===== config.mk =====
export PLATFORM = sky130hd
export DESIGN_NAME = ifetch_queue
export DESIGN_NICKNAME = d
export VERILOG_FILES = /design/src/rtl/ifq_pkg.sv /design/src/rtl/fetch_fifo.sv /design/src/rtl/ifetch_queue.sv
export SDC_FILE = /design/constraint.sdc
export NUM_CORES = 1
export LEC_CHECK = 0
export BUFFER_PORTS_ARGS = -buffer_cell sky130_fd_sc_hd__buf_2
export CELL_PAD_IN_SITES_DETAIL_PLACEMENT = 2
export CELL_PAD_IN_SITES_GLOBAL_PLACEMENT = 2
export CORE_MARGIN = 2
export CORE_UTILIZATION = 40
export CTS_CLUSTER_SIZE = 30
export DETAILED_ROUTE_END_ITERATION = 6
export PLACE_DENSITY = 0.84
export SLEW_MARGIN = 20
export SYNTH_ARGS = -nofsm -noshare
export SYNTH_HDL_FRONTEND = slang
export SYNTH_SLANG_ARGS = --single-unit

===== constraint.sdc =====
create_clock -name clock -period 2.8 [get_ports clock]
set_input_delay 0.56 -clock clock [delete_from_list [all_inputs] [get_ports clock]]
set_output_delay 0.56 -clock clock [all_outputs]
set_load 0.03 [all_outputs]

===== src/rtl/ifq_pkg.sv =====
// Shared widths, constants and FSM encoding for the instruction prefetch queue.
// Latency: n/a (declarations only).
// Backpressure: n/a.
package ifq_pkg;

  localparam int INSTR_W = 16;
  localparam int ADDR_W  = 16;

  localparam logic [15:0] NOP_INSTR = 16'h0000;
  localparam int          PC_STEP   = 2;

  typedef enum logic [1:0] {
    IDLE  = 2'd0,
    REQ   = 2'd1,
    DRAIN = 2'd2
  } ifq_state_e;

endpackage


===== src/rtl/fetch_fifo.sv =====
// Circular buffer of {instr, pc} with first-word-fall-through head and flush.
// Latency: a pushed entry is visible at the head right after the falling edge that writes it.
// Backpressure: pushes while full and pops while empty are ignored; flush beats push and pop.
module fetch_fifo #(
  parameter int DEPTH   = 4,
  parameter int ADDR_W  = 16,
  parameter int INSTR_W = 16,
  localparam int PTR_W  = $clog2(DEPTH),
  localparam int CNT_W  = PTR_W + 1
) (
  input  logic               clock,
  input  logic               reset,
  input  logic               flush,
  input  logic               push,
  input  logic [INSTR_W-1:0] push_instr,
  input  logic [ADDR_W-1:0]  push_pc,
  input  logic               pop,
  output logic               head_valid,
  output logic [INSTR_W-1:0] head_instr,
  output logic [ADDR_W-1:0]  head_pc,
  output logic [CNT_W-1:0]   count
);
  import ifq_pkg::*;

  logic [INSTR_W-1:0] instr_mem [DEPTH];
  logic [ADDR_W-1:0]  pc_mem    [DEPTH];
  logic [PTR_W-1:0]   rd_ptr;
  logic [PTR_W-1:0]   wr_ptr;
  logic               do_push;
  logic               do_pop;

  assign do_push = push && (count != CNT_W'(DEPTH));
  assign do_pop  = pop && (count != '0);

  // Pointers and occupancy; flush empties the buffer by re-aligning both pointers.
  always_ff @(negedge clock) begin
    if (reset || flush) begin
      rd_ptr <= '0;
      wr_ptr <= '0;
      count  <= '0;
    end else begin
      if (do_push) wr_ptr <= wr_ptr + 1'b1;
      if (do_pop)  rd_ptr <= rd_ptr + 1'b1;
      case ({do_push, do_pop})
        2'b10:   count <= count + 1'b1;
        2'b01:   count <= count - 1'b1;
        default: count <= count;
      endcase
    end
  end

  // Entry storage; contents need no reset because occupancy qualifies every read.
  always_ff @(negedge clock) begin
    if (do_push && !flush && !reset) begin
      instr_mem[wr_ptr] <= push_instr;
      pc_mem[wr_ptr]    <= push_pc;
    end
  end

  // Head is driven from registers only; an empty queue presents a nop at pc 0.
  always_comb begin
    head_valid = (count != '0);
    head_instr = head_valid ? instr_mem[rd_ptr] : INSTR_W'(NOP_INSTR);
    head_pc    = head_valid ? pc_mem[rd_ptr] : '0;
  end

endmodule


===== src/rtl/ifetch_queue.sv =====
// Sequential instruction prefetcher feeding IF/ID, with branch-redirect flush.
// Latency: zero-wait memory gives ir_valid one falling edge after the request launches; 1 instr/cycle sustained.
// Backpressure: ir_ready=0 holds the head; the request stops once the queue fills and resumes after a pop.
module ifetch_queue #(
  parameter int DEPTH   = 4,
  parameter int ADDR_W  = ifq_pkg::ADDR_W,
  parameter int INSTR_W = ifq_pkg::INSTR_W,
  localparam int CNT_W  = $clog2(DEPTH) + 1
) (
  input  logic               clock,
  input  logic               reset,
  input  logic               redirect,
  input  logic [ADDR_W-1:0]  redirect_pc,
  output logic               imem_req,
  output logic [ADDR_W-1:0]  imem_addr,
  input  logic               imem_ack,
  input  logic [INSTR_W-1:0] imem_rdata,
  output logic               ir_valid,
  output logic [INSTR_W-1:0] ir,
  output logic [ADDR_W-1:0]  ir_pc,
  input  logic               ir_ready,
  output logic [CNT_W-1:0]   count
);
  import ifq_pkg::*;

  ifq_state_e        state;
  logic [ADDR_W-1:0] fetch_pc;
  logic [ADDR_W-1:0] target_pc;
  logic [ADDR_W-1:0] next_pc;
  logic              push;
  logic              pop;
  logic [CNT_W-1:0]  count_after;

  // Instructions are halfword aligned, so the low target bit is meaningless.
  assign target_pc   = {redirect_pc[ADDR_W-1:1], 1'b0};
  assign next_pc     = fetch_pc + ADDR_W'(PC_STEP);
  // A redirect flushes the queue, so neither the acked word nor a pop survives it.
  assign push        = (state == REQ) && imem_ack && !redirect;
  assign pop         = ir_valid && ir_ready && !redirect;
  assign count_after = count + CNT_W'(push) - CNT_W'(pop);

  fetch_fifo #(
    .DEPTH   (DEPTH),
    .ADDR_W  (ADDR_W),
    .INSTR_W (INSTR_W)
  ) u_fifo (
    .clock      (clock),
    .reset      (reset),
    .flush      (redirect),
    .push       (push),
    .push_instr (imem_rdata),
    .push_pc    (fetch_pc),
    .pop        (pop),
    .head_valid (ir_valid),
    .head_instr (ir),
    .head_pc    (ir_pc),
    .count      (count)
  );

  // Fetch FSM: fetch_pc is the in-flight address in REQ and the pending target in DRAIN.
  always_ff @(negedge clock) begin
    if (reset) begin
      state     <= IDLE;
      fetch_pc  <= '0;
      imem_req  <= 1'b0;
      imem_addr <= '0;
    end else if (redirect) begin
      fetch_pc <= target_pc;
      imem_req <= 1'b1;
      // An unacked request cannot be withdrawn, so keep its address up and discard its data later.
      // A request that acks on this very edge is complete, so fetch restarts at the target directly.
      if ((state != IDLE) && !imem_ack) begin
        state <= DRAIN;
      end else begin
        state     <= REQ;
        imem_addr <= target_pc;
      end
    end else begin
      case (state)
        IDLE: begin
          if (count < CNT_W'(DEPTH)) begin
            state     <= REQ;
            imem_req  <= 1'b1;
            imem_addr <= fetch_pc;
          end
        end
        REQ: begin
          if (imem_ack) begin
            fetch_pc  <= next_pc;
            imem_addr <= next_pc;
            if (count_after < CNT_W'(DEPTH)) begin
              state <= REQ;
            end else begin
              state    <= IDLE;
              imem_req <= 1'b0;
            end
          end
        end
        DRAIN: begin
          if (imem_ack) begin
            state     <= REQ;
            imem_addr <= fetch_pc;
          end
        end
        default: begin
          state    <= IDLE;
          imem_req <= 1'b0;
        end
      endcase
    end
  end

endmodule

==> results of run 1 <==
## kinds of logic after synthesis
group | share of synthesized area [%]
DFF | 63.3
and+or+nand+nor | 11.6
AOI/OAI and AO/OA | 5.80
buffers and inverters | 2.95
muxes | 10.4
xor gates and xnor gates | 4.25
adders and majority gates | 1.67
other | 0.0520
## cell usage after synthesis, drive strengths merged, types with 12 or more instances
library cell    n  area share, %
a21oi          16            1.1
edfxtp        124             52
nand2          18           0.94
a211oi         13            1.4
inv            16           0.83
nor2           40            2.1
xnor2          16            1.9
buf            12            1.1
xor2           19            2.3
mux4           31            9.7
clkbuf         19            1.0
nor2b          32            2.8
nor3           14           0.97
dfxtp          42             12
## metrics by stage
step	util, %	area (um^2)
detailed placement	48.1	8580
global placement	48.1	8580
floorplan	-	7500
==> results.ini, run 1 <==
[status]
outcome = stopped before the end
stop_stage = clock tree synthesis
error = [ERROR DPL-0033] detailed placement checks failed during check placement.

[clock_network]
post_cts_buffers = 43
root_buffer = clkbuf_16
hold_buffers = 0
cts_resized = 209
cts_made_buffers = 17
clock_path_buffers = 2
h-tree-depth = 4
cts_sinks = 166

[place]
dp_slack_ns = -1.06
dp_hpwl_um = 14300
place.gp.congestion = 0.807
dp_cells = 831
io_buffers = 86

[synth]
synthArstFlopShare_pct = 0
synth_edf_count = 124
ys_ff_latch = 166
yosysWarningCount = 0
syn_inst = 496
synth_cell_types = 57
ys.flop_type = edfxtp_1
seq_area_frac_synth_pct = 63.3
synth_area_per_cell_um2 = 14.5
synth_area_um2 = 7210

[floorplan]
io_pins = 90
initial_utilization_pct = 40.4
num_rows = 49
die_h_um = 138
die_x_um = 138

==> run 2, diff against run 1 <==
- CELL_PAD_IN_SITES_DETAIL_PLACEMENT: 2 -> unset
- CELL_PAD_IN_SITES_GLOBAL_PLACEMENT: 2 -> unset
- CORE_UTILIZATION: 40 -> 25
- CTS_CLUSTER_SIZE: 30 -> unset
- PLACE_DENSITY: 0.84 -> unset
- PLACE_DENSITY_LB_ADDON: unset -> 0.15
==> results.ini, run 2 <==
[status]
outcome = finished with violations
violations = negative setup slack

[drt]
initialDrtViolationCount = 271
dr_total_vias = 5457
drtPass1Iterations = 4
post_drt_wl_per_cell_um = 16.0
drt-total-wl_um = 20100
ant_nets = 0
vias_per_cell = 4.33
drc_errors = 0

[critical_path]
critPathMaxFanout = 5
worstPathArrival_ns = 3.29
r2r_setup_slack_ns = 0.40
crit_required_ns = 2.24
cp-end-kind = output port
start_kind = flip-flop
rr_endpoint = imem_req
ff2ff_path_depth = 13
regToRegStartpoint = u_fifo.count[0]
critPathKind = reg -> out

[sta]
skew_ns = 0.0314
grt_setup_unrepaired = yes
setup_viol = 197
setup_ws_ns = -1.05
maxSlewViolCount = 0
slew-limit-headroom_pct = 57.9
worstMarginPinSlew_ns = 0.631
hold_violations = 0

[synth]
syn_inst = 496
seq_area_frac_synth_pct = 63.3
synthArstFlopShare_pct = 0
synth_top_area_cell = edfxtp_1
synth_most_common_cell = edfxtp_1
ys_ff_latch = 166
ys.flop_type = edfxtp_1
yosysWarningCount = 0
synth_edf_count = 124
synth_cell_types = 57
yosysTopAreaCellShare_pct = 51.7
synth_area_um2 = 7210
yosys-top-cells-count = 124 x edfxtp_1, 42 x dfxtp_1, 40 x nor2_1
synth_area_per_cell_um2 = 14.5
synthTopCellsByArea = edfxtp_1 52%, dfxtp_1 12%, mux4_2 9.7%, nor2b_1 2.8%, xor2_1 2.3%

[place]
dp_hpwl_um = 12400
io_buffers = 86
placed_area_um2 = 8950
place.gp.congestion = 0.767

[power_and_ir_drop]
leakagePower_nw = 4.90
p_per_area_nw_per_um2 = 584
power_mw = 6.79
irDropWorstVdd_mv = 0.394

[min_path]
hold_path_depth = 2
min_to = imem_addr[4]
min_path_type = reg -> reg
min_from = imem_addr[4]

[finish]
final_cell_mix = 175 x inv_1, 124 x edfxtp_1, 76 x buf_6
largest_reg_flops = 64
seqCellArea_um2 = 4600
regMostFlops = u_fifo.instr_mem
multi_input_area_um2 = 2970
drive_gt1_share_pct = 45.0
syn_to_final_growth_pct = 61.3
nFillCells = 2806
final_common_cell = inv_1
nNetsFinal = 908
reg.largest.list = u_fifo.instr_mem (64), u_fifo.pc_mem (60)
design_area_um2 = 11600

[clock_network]
cts_made_buffers = 17
clock_path_buffers = 2
cts.clk_slew.worst_paths_ns = 0.03
cts_sinks = 166
h-tree-depth = 4
cts_tree = built
root_buffer = clkbuf_16
insertion_delay_ns = 0.47

[floorplan]
initial_utilization_pct = 25.2
core_um2 = 28500
die_area_um2 = 30200
num_rows = 62
io_pins = 90
die_h_um = 174
die_x_um = 174

[global_routing]
grt_util_all_layers_pct = 13.7
grt_start_max_net_pins = 27
grt_pass1_wl_um = 31900
grt-ovfl-total = 0
grt_pass1_vias = 6186
antenna_found_initial = 0

[flow_run]
drv_cap = 0

-- run 2: how the worst max path moves through the flow --
stage	start	to	slack, ns	cells past startpoint
2_1_floorplan	redirect	imem_req	-0.90	11
5_1_grt	flip-flop	ir_pc[1]	-1.11	5
3_5_place_dp	redirect	u_fifo.count[2]	-0.92	8
3_3_place_gp	redirect	u_fifo.count[2]	-0.84	11
6_report	flip-flop	ir_pc[1]	-1.05	5
4_1_cts	flip-flop	ir[8]	-1.12	5
-- run 2: what timing repair did --
action / CTS / global route
hold buffers: 0 / 0
setup endpoints to repair: 208 / 210
cloned: 8 / 2
buffers inserted: 37 / 28
pin swaps: 21 / 17
resized for setup: 202 / 89
-- run 2: cells by family (layout without fill, tap and decap cells) --
kind of cell | count (synthesis) | count (layout) | synth area share, %
buffers and inverters | 47 | 425 | 2.95
flip-flops | 166 | 166 | 63.3
multiplexers | 36 | 36 | 10.4
AO/OA/AOI/OAI | 57 | 57 | 5.80
XOR/XNOR | 35 | 35 | 4.25
adder cells (fa/ha/maj) | 9 | 9 | 1.67
other | 1 | 3 | 0.0520
AND/OR/NAND/NOR | 145 | 145 | 11.6
-- run 2: critical path: stages, from the launching register on --
cell and delay (ns):
dfxtp_4 0.42, buf_12 0.13, buf_12 0.11, mux4_2 0.50, nor2b_4 0.15, buf_6 0.13
-- run 2: final cells by class --
type | count | area share [%]
multi-input cells | 284 | 25.5
clock inverters | 181 | 7.01
flip-flops and latches | 166 | 39.5
inverters | 15 | 0.570
clock buffers | 17 | 3.66
well taps | 384 | 4.13
repair buffers | 212 | 19.6
diodes | 1 | 0.0215
-- run 2: stage by stage --
stage               util [%]  std cells  hold WS [ns]  TNS [ns]  worst slack, ns
detailed placement      31.4       1012         0.452   -140.93           -0.915
global placement        31.4       1012         0.444   -140.10           -0.843
global route            40.7       1259         0.489    -76.11            -1.11
finish                  40.7       1260         0.471    -69.14            -1.05
CTS                     40.0       1253         0.465    -71.65            -1.12
floorplan                  -        497         0.458    -90.72           -0.901
-- run 2: metal layers --
metal	wire (um)	track usage, %	up-vias
met2	9850	21.2	169
li1	-	-	2593
met5	0	0	-
met1	8920	16.5	2665
met4	369	7.32	0
met3	1000	5.42	30
-- run 2: power by group --
part           switching, mW  internal, mW
Sequential            0.0650          2.72
Clock                   1.71          1.69
Combinational          0.302         0.308
(Power assumes the default switching activity.)
